===== config.mk =====
export PLATFORM = sky130hd
export DESIGN_NAME = i2c_target_rx
export DESIGN_NICKNAME = d
export VERILOG_FILES = /design/src/rtl/i2c_target_rx.sv
export SDC_FILE = /design/constraint.sdc
export NUM_CORES = 1
export LEC_CHECK = 0
export ABC_AREA = 1
export CORE_ASPECT_RATIO = 2
export CORE_UTILIZATION = 50
export DETAILED_ROUTE_END_ITERATION = 10
export PLACE_DENSITY_LB_ADDON = 0.08
export RECOVER_POWER = 50
export SETUP_SLACK_MARGIN = 0.5
export SYNTH_ARGS = -nofsm -noshare
export SYNTH_HDL_FRONTEND = slang
export SYNTH_SLANG_ARGS = --single-unit
export TNS_END_PERCENT = 20

===== constraint.sdc =====
create_clock -name clk -period 1.7 [get_ports clk]
set_clock_uncertainty 0.05 [all_clocks]
set_input_delay 0.17 -clock clk [delete_from_list [all_inputs] [get_ports clk]]
set_output_delay 0.17 -clock clk [all_outputs]
set_load 0.02 [all_outputs]

===== src/rtl/i2c_target_rx.sv =====
// Write-only I2C target: synchronizes SCL/SDA, tracks START/STOP, ACKs a matching write
// address and hands each ACKed data byte to local logic through a one-deep valid/ready register.
module i2c_target_rx #(
    parameter logic [6:0] TARGET_ADDR = 7'h54,
    parameter int         SYNC_STAGES = 2
) (
    input  logic       clk,
    input  logic       rst,
    input  logic       scl_in,
    input  logic       sda_in,
    output logic       sda_oe,
    output logic [7:0] rx_data,
    output logic       rx_valid,
    input  logic       rx_ready,
    output logic       busy,
    output logic       addressed,
    output logic       overrun
);

    typedef enum logic [2:0] {
        S_IDLE, S_ADDR, S_ADDR_ACK, S_DATA, S_DATA_ACK, S_IGNORE
    } state_t;

    logic [SYNC_STAGES-1:0] r_scl_sync, r_sda_sync;
    logic                   r_scl_d, r_sda_d;
    logic                   w_scl, w_sda, w_scl_rise, w_scl_fall, w_start, w_stop;

    state_t     r_state, w_state_nxt;
    logic [2:0] r_bitcnt, w_bitcnt_nxt;
    logic [7:0] r_shift, w_shift_nxt;
    logic       r_sda_oe, w_sda_oe_nxt;
    logic       r_rx_valid, r_busy, r_addressed, r_overrun;
    logic [7:0] r_rx_data;
    logic       w_load, w_ovr, w_addr_set;

    // Synchronizers reset to 1 so an idle (pulled-up) bus never looks like an edge.
    always_ff @(posedge clk or posedge rst) begin
        if (rst) begin
            r_scl_sync <= '1;
            r_sda_sync <= '1;
            r_scl_d    <= 1'b1;
            r_sda_d    <= 1'b1;
        end else begin
            r_scl_sync <= {r_scl_sync[SYNC_STAGES-2:0], scl_in};
            r_sda_sync <= {r_sda_sync[SYNC_STAGES-2:0], sda_in};
            r_scl_d    <= r_scl_sync[SYNC_STAGES-1];
            r_sda_d    <= r_sda_sync[SYNC_STAGES-1];
        end
    end

    assign w_scl      = r_scl_sync[SYNC_STAGES-1];
    assign w_sda      = r_sda_sync[SYNC_STAGES-1];
    assign w_scl_rise =  w_scl & ~r_scl_d;
    assign w_scl_fall = ~w_scl &  r_scl_d;
    assign w_start    =  w_scl & ~w_sda &  r_sda_d;
    assign w_stop     =  w_scl &  w_sda & ~r_sda_d;

    always_ff @(posedge clk or posedge rst) begin
        if (rst) begin
            r_state  <= S_IDLE;
            r_bitcnt <= 3'd0;
            r_shift  <= 8'h00;
            r_sda_oe <= 1'b0;
        end else begin
            r_state  <= w_state_nxt;
            r_bitcnt <= w_bitcnt_nxt;
            r_shift  <= w_shift_nxt;
            r_sda_oe <= w_sda_oe_nxt;
        end
    end

    // In the ACK states r_sda_oe tells the first SCL fall (drive) from the second (release).
    always_comb begin
        w_state_nxt  = r_state;
        w_bitcnt_nxt = r_bitcnt;
        w_shift_nxt  = r_shift;
        w_sda_oe_nxt = r_sda_oe;
        w_load       = 1'b0;
        w_ovr        = 1'b0;
        w_addr_set   = 1'b0;
        if (w_stop) begin
            w_state_nxt  = S_IDLE;
            w_sda_oe_nxt = 1'b0;
        end else if (w_start) begin
            w_state_nxt  = S_ADDR;
            w_sda_oe_nxt = 1'b0;
            w_bitcnt_nxt = 3'd0;
        end else begin
            case (r_state)
                S_ADDR, S_DATA: begin
                    if (w_scl_rise) begin
                        w_shift_nxt  = {r_shift[6:0], w_sda};
                        w_bitcnt_nxt = r_bitcnt + 3'd1;
                        if (r_bitcnt == 3'd7) begin
                            if (r_state == S_DATA)
                                w_state_nxt = S_DATA_ACK;
                            else if ({r_shift[6:0], w_sda} == {TARGET_ADDR, 1'b0})
                                w_state_nxt = S_ADDR_ACK;
                            else
                                w_state_nxt = S_IGNORE;
                        end
                    end
                end
                S_ADDR_ACK: begin
                    if (w_scl_fall) begin
                        if (!r_sda_oe) begin
                            w_sda_oe_nxt = 1'b1;
                            w_addr_set   = 1'b1;
                        end else begin
                            w_sda_oe_nxt = 1'b0;
                            w_state_nxt  = S_DATA;
                        end
                    end
                end
                S_DATA_ACK: begin
                    if (w_scl_fall) begin
                        if (r_sda_oe) begin
                            w_sda_oe_nxt = 1'b0;
                            w_state_nxt  = S_DATA;
                        end else if (!r_rx_valid) begin
                            w_sda_oe_nxt = 1'b1;
                            w_load       = 1'b1;
                        end else begin
                            // Holding register full (even if being drained this cycle): NACK.
                            w_ovr       = 1'b1;
                            w_state_nxt = S_IGNORE;
                        end
                    end
                end
                default: ;
            endcase
        end
    end

    always_ff @(posedge clk or posedge rst) begin
        if (rst) begin
            r_busy      <= 1'b0;
            r_addressed <= 1'b0;
            r_overrun   <= 1'b0;
        end else begin
            r_overrun <= w_ovr;
            if (w_stop) begin
                r_busy      <= 1'b0;
                r_addressed <= 1'b0;
            end else if (w_start) begin
                r_busy      <= 1'b1;
                r_addressed <= 1'b0;
            end else if (w_addr_set) begin
                r_addressed <= 1'b1;
            end
        end
    end

    // Holding register is decoupled from the bus FSM; a pending byte survives STOP.
    always_ff @(posedge clk or posedge rst) begin
        if (rst) begin
            r_rx_valid <= 1'b0;
            r_rx_data  <= 8'h00;
        end else if (w_load) begin
            r_rx_valid <= 1'b1;
            r_rx_data  <= r_shift;
        end else if (r_rx_valid && rx_ready) begin
            r_rx_valid <= 1'b0;
        end
    end

    assign sda_oe    = r_sda_oe;
    assign rx_data   = r_rx_data;
    assign rx_valid  = r_rx_valid;
    assign busy      = r_busy;
    assign addressed = r_addressed;
    assign overrun   = r_overrun;

endmodule


Yosys cells after proc, flatten, opt, wreduce, memory -nomap -nowiden
Index checks and enable logic that the tools add are counted.
Operators by class
  $add $sub $neg: 1
  equality and inequality tests: 12
  mux-type cells: 44
  bitwise operators: 12
  reduce and logical (&&, ||, !) cells: 13
Operator list (number)
  $mux 3: 14
  $mux 1: 28
  $ne 4x4->1 const B: 5
  $pmux 3 s3: 1
  $eq 8x8->1 const B: 1
  $reduce_bool 2->1: 4
  $reduce_and 7->1: 1
  $and 1x1->1: 6
  $eq 3x2->1 const B: 2
  $eq 3x3->1 const B: 2
  $not 1->1: 6
  $reduce_and 3->1: 2
  $ne 5x5->1 const B: 1
  $reduce_bool 5->1: 1
  $reduce_and 4->1: 1
  $reduce_bool 4->1: 1
  $add 3x1->3 const B: 1
  $eq 3x1->1 const B: 1
  $reduce_bool 3->1: 1
  $pmux 1 s2: 1
  $reduce_or 2->1: 1
  $logic_and 1x1->1: 1
Storage, ports and cells
  register bits after elaboration: 33
  bits of input ports: 5
  output and inout bits: 13
  logic and storage cells: 95

Depth between registers and ports, before layout
  depth in word-level cells: 9
  depth in mapped cells: 10
  gate-level depth less buffers: 10

Worst setup path before layout
No wires, ideal clock.
  kind: register to register
  start: register r_scl_d
  end: register r_rx_data[0], in the netlist rx_data[0]
  library setup time: 0.117 ns
  data arrival time: 1.362 ns
  required time: 1.533 ns
  slack: 0.171 ns
  cell stages (with the launch flop): 8
  buffers on the path: 2
  clock period less this slack: 1.529 ns
  cell sequence: dfstp_2 -> inv_1 -> or2_4 -> or2_1 -> buf_6 -> buf_12 -> nand2_2 -> o21ai_2
Between the ends
  longest elaborated chain between the ends: 5
Ends and longest elaborated chain
  start, declared: line 25  | logic r_scl_d, r_sda_d;
  start signal, assigned: line 46  | r_scl_d <= r_scl_sync[SYNC_STAGES-1];
  $and 1x1->1: line 54  | assign w_scl_fall = ~w_scl & r_scl_d;
  $mux 1: line 116  | if (w_scl_fall) begin
  $mux 1: line 89  | case (r_state)
  $mux 1: line 84  | end else if (w_start) begin
  $mux 1: line 81  | if (w_stop) begin
  end signal, assigned: line 161  | r_rx_data <= r_shift;
  end, declared: line 33  | logic [7:0] r_rx_data;
No other way between the ends.
A chain may end at the register's enable or synchronous reset.

Worst setup path in the final report
  start: register r_scl_sync[1]
  end: register r_rx_data[6], in the netlist rx_data[6]
Between the ends
  longest elaborated chain between the ends: 6
  elaborated cells between the ends (all ways): 10
  classes of those cells: mux: 4; bitwise: 6
Ends and longest elaborated chain
  start, declared: line 24  | logic [SYNC_STAGES-1:0] r_scl_sync, r_sda_sync;
  start signal, assigned: line 44  | r_scl_sync <= {r_scl_sync[SYNC_STAGES-2:0], scl_in};
  $not 1->1: line 54
  $and 1x1->1: line 54
  $mux 1: line 116
  $mux 1: line 89
  $mux 1: line 84
  $mux 1 *: line 81
Every way passes the cells marked *; elsewhere a longest branch is shown, timed or not.

==> impl_metrics.env <==
export IMPL_post_synth_fa_ha_maj_area_fraction=0.0165
export IMPL_mostFrequentLayoutCell="sky130_fd_sc_hd__nand2_1"
export IMPL_finalSetupViolCount=0
export IMPL_worst_ep_arrival_time_ns=1.70
export IMPL_register_area_um2=833
export IMPL_syn_num_nets=178
export IMPL_syn_area_um2=1520
export IMPL_route_detailed_drc=0
export IMPL_cts_root_to_sink_buffers=2
export IMPL_peakVddDrop_uv=994
export IMPL_relSlewSlack=0.461
export IMPL_yosys_warnings=0
export IMPL_worst_path_max_delay_cell="sky130_fd_sc_hd__dfstp_1"
export IMPL_ff2ff_setup_slack_ns=0.12
export IMPL_fin_hold_ws_ns=0.313
export IMPL_power_density_nw_per_um2=1400
export IMPL_critical_path_cell_chain="buf_4 > or2_4 > or2_4 > clkbuf_16 > nand2_2 > o21ai_2"
export IMPL_synth_top_family_by_area="simple AND/OR/NAND/NOR gates"
export IMPL_vias=1237
export IMPL_dieHeight_um=79.9
export IMPL_final_fill_count=221
export IMPL_synth_largest_area_cell="sky130_fd_sc_hd__dfrtp_1"
export IMPL_critPathMaxStageDelay_ns=0.42
export IMPL_fraction_of_final_layout_cells_with_drive_strength_greater_than_1=0.273
export IMPL_antenna_found_initial=0
export IMPL_path_clk_slew_ns=0.07
export IMPL_maximum_fanout_along_the_worst_path=5
export IMPL_grt_setup_unrepaired="yes"
export IMPL_postSynthAreaPerCell_um2=8.86
export IMPL_synth_mux_area_frac=0
export IMPL_synth_seq_cells=33
export IMPL_cp_start_kind="register"
export IMPL_worst_slack_ns=0.121
export IMPL_syn_inst=171
export IMPL_postRouteWirelength_um=3270
export IMPL_cap_violations=0
export IMPL_hold_viol=0
export IMPL_worstPathRequired_ns=1.83
export IMPL_cts_htree_levels=2
export IMPL_layout_cell_area_non_filler_um2=2020
export IMPL_io_pin_count=18
export IMPL_cts_buffers_inserted=5
export IMPL_drtPass1Iterations=4
export IMPL_finalWeightedCongestion=0.866
export IMPL_place_ws_ns=0.0843
export IMPL_fin_nets=211
export IMPL_total_power_uw=2830
export IMPL_placedInstanceArea_um2=1700
export IMPL_synth_compound_gate_area_share=0.103
export IMPL_p_leak_uw=0.000982
export IMPL_endpoint_kind="register"
export IMPL_iteration_0_drc_markers=28
export IMPL_grt_max_degree=34
export IMPL_die_w_um=40.9
export IMPL_final_cell_mix="43 x sky130_fd_sc_hd__nand2_1, 27 x sky130_fd_sc_hd__dfrtp_1, 21 x sky130_fd_sc_hd__inv_1, 14 x sky130_fd_sc_hd__o21ai_0, 12 x sky130_fd_sc_hd__clkdlybuf4s50_1"
export IMPL_critPathBufInv=2
export IMPL_first_global_vias=1186
export IMPL_initial_utilization=0.540
export IMPL_multi_input_area_um2=639
export IMPL_max_freq_mhz=633
export IMPL_placeableCoreArea_um2=2800
export IMPL_row_count=27
export IMPL_fin_setup_tns_ns=0
export IMPL_buffer_ports_inserted=17
export IMPL_holdCritPathClass="register to register"
export IMPL_synthDominantCellAreaShare=0.446
export IMPL_status="completed"
export IMPL_clock_root_buffer="sky130_fd_sc_hd__clkbuf_8"
export IMPL_timing_max_transition_violations_final=0
export IMPL_post_route_min_period_ns=1.58
export IMPL_fin_crit_sh=0.929
export IMPL_grt_first_pass_wirelength_um=4740
export IMPL_yosysUniqueCellTypes=22
export IMPL_critical_setup_path_kind="register to register"
export IMPL_dominant_delay_contributor_by_cell_family_on_the_critical_path="simple AND/OR/NAND/NOR gates"
export IMPL_ctsHoldBuffers=0
export IMPL_synth_simple_gate_area_frac=0.244
export IMPL_cp_common_cell="sky130_fd_sc_hd__or2_4"
export IMPL_grt_overflow_total=0
export IMPL_post_synthesis_sequential_area_ratio=0.550
export IMPL_route_antenna_remaining_nets=0
export IMPL_routed_wire_length_per_instance_um=14.0
export IMPL_synthTopCellsByArea="sky130_fd_sc_hd__dfrtp_1 45%, sky130_fd_sc_hd__nand2_1 13%, sky130_fd_sc_hd__dfstp_2 10%, sky130_fd_sc_hd__inv_1 5.5%, sky130_fd_sc_hd__o21ai_0 4.6%"
export IMPL_worst_skew_pair_late_latency_ns=0.29
export IMPL_cts_tree="yes"
export IMPL_flow_area_growth_from_synthesis_pct=33.5
export IMPL_grtUsageTotal=0.216
export IMPL_viasPerCell=5.29
export IMPL_cts_sinks=33
export IMPL_die_area_um2=3270
export IMPL_synth_xor_area_share=0
export IMPL_antenna_cell_count=0
export IMPL_dp_hpwl_um=1980
export IMPL_worst_slew_pin_transition_ns=0.808
## sequential cells by signal, summed over array words and instances, names as in the netlist, 2 cells and up
| register | count |
|---|---|
| r_shift | 8 |
| r_sda_sync | 2 |
| r_scl_sync | 2 |
| r_state | 3 |
| r_bitcnt | 3 |
| rx_data | 8 |
## worst reg2reg max path, delay by kind of cell (launching register included)
kind	cells	cell delay, ns
AND/OR/NAND/NOR	3	0.62
flip-flops	1	0.42
buffers and inverters	2	0.32
AO/OA/AOI/OAI	1	0.06
## worst paths after layout
path	to	cells after the start	startpoint
max	rx_data[6]$_DFFE_PP0P_	6	r_scl_sync[1]$_DFF_PP1_
min	r_scl_sync[1]$_DFF_PP1_	0	r_scl_sync[0]$_DFF_PP1_
max reg2reg	rx_data[6]$_DFFE_PP0P_	6	r_scl_sync[1]$_DFF_PP1_
min reg2reg	r_scl_sync[1]$_DFF_PP1_	0	r_scl_sync[0]$_DFF_PP1_
max in group asynchronous	sda_oe$_DFFE_PP0P_	3	rst
min in group asynchronous	r_bitcnt[0]$_DFFE_PP0P_	3	rst
## per-stage QoR
stage           util  std cells
3_5_place_dp   0.605        216
6_report       0.722        234
3_3_place_gp   0.605        216
5_1_grt        0.722        234
4_1_cts        0.664        227
2_1_floorplan      -        171
## kinds of logic (layout without fill, tap and decap cells)
logic type / Yosys count / after routing
AND/OR/NAND/NOR: 85 / 86
adder cells (fa/ha/maj): 2 / 2
AO/OA/AOI/OAI: 25 / 25
flip-flops: 33 / 33
buffers and inverters: 26 / 59
## power by group
| part | leakage, µW | switching [µW] | total [µW] | internal (µW) |
|---|---|---|---|---|
| registers | 0.000424 | 148 | 1110 | 965 |
| clock network | 0.0000585 | 276 | 753 | 478 |
| logic | 0.000500 | 577 | 962 | 385 |
## per-layer routing
metal  routed length, µm  vias up  GRT usage
met2                1800       40      0.353
met4                 190        0      0.170
met3                 115       18     0.0334
li1                    -      600          -
met5                   0        -          0
met1                1170      579      0.217
## synth_stat cells
cell type and number:
sky130_fd_sc_hd__nor2_1 11, sky130_fd_sc_hd__inv_1 22, sky130_fd_sc_hd__a21oi_1 2, sky130_fd_sc_hd__nor2_2 2, sky130_fd_sc_hd__nand2_1 53, sky130_fd_sc_hd__nor2_4 1
sky130_fd_sc_hd__o21ai_2 8, sky130_fd_sc_hd__or2_4 1, sky130_fd_sc_hd__nand4_1 2, sky130_fd_sc_hd__buf_6 2, sky130_fd_sc_hd__dfrtp_1 27, sky130_fd_sc_hd__or2_1 1
sky130_fd_sc_hd__o21ai_0 14, sky130_fd_sc_hd__buf_2 1, sky130_fd_sc_hd__nand2_2 2, sky130_fd_sc_hd__nor4_1 1, sky130_fd_sc_hd__ha_1 2, sky130_fd_sc_hd__o22ai_1 1
sky130_fd_sc_hd__dfstp_2 6, sky130_fd_sc_hd__buf_12 1, sky130_fd_sc_hd__nand3_1 10, sky130_fd_sc_hd__nand3_2 1
## area by class of cell
type | count | area share
clock buffers | 7 | 0.0427
repair buffers | 29 | 0.156
well taps | 29 | 0.0179
flip-flops and latches | 33 | 0.412
inverters | 22 | 0.0408
clock inverters | 1 | 0.0148
multi-input cells | 113 | 0.316
## timing repair
action                     CTS  global route
pin swaps                    1             9
setup buffers                2             5
hold endpoints to repair     0             0
setup endpoints to repair   38            40
cloned                       1             2
gates resized for setup      9            17
(Power assumes the default switching activity.)
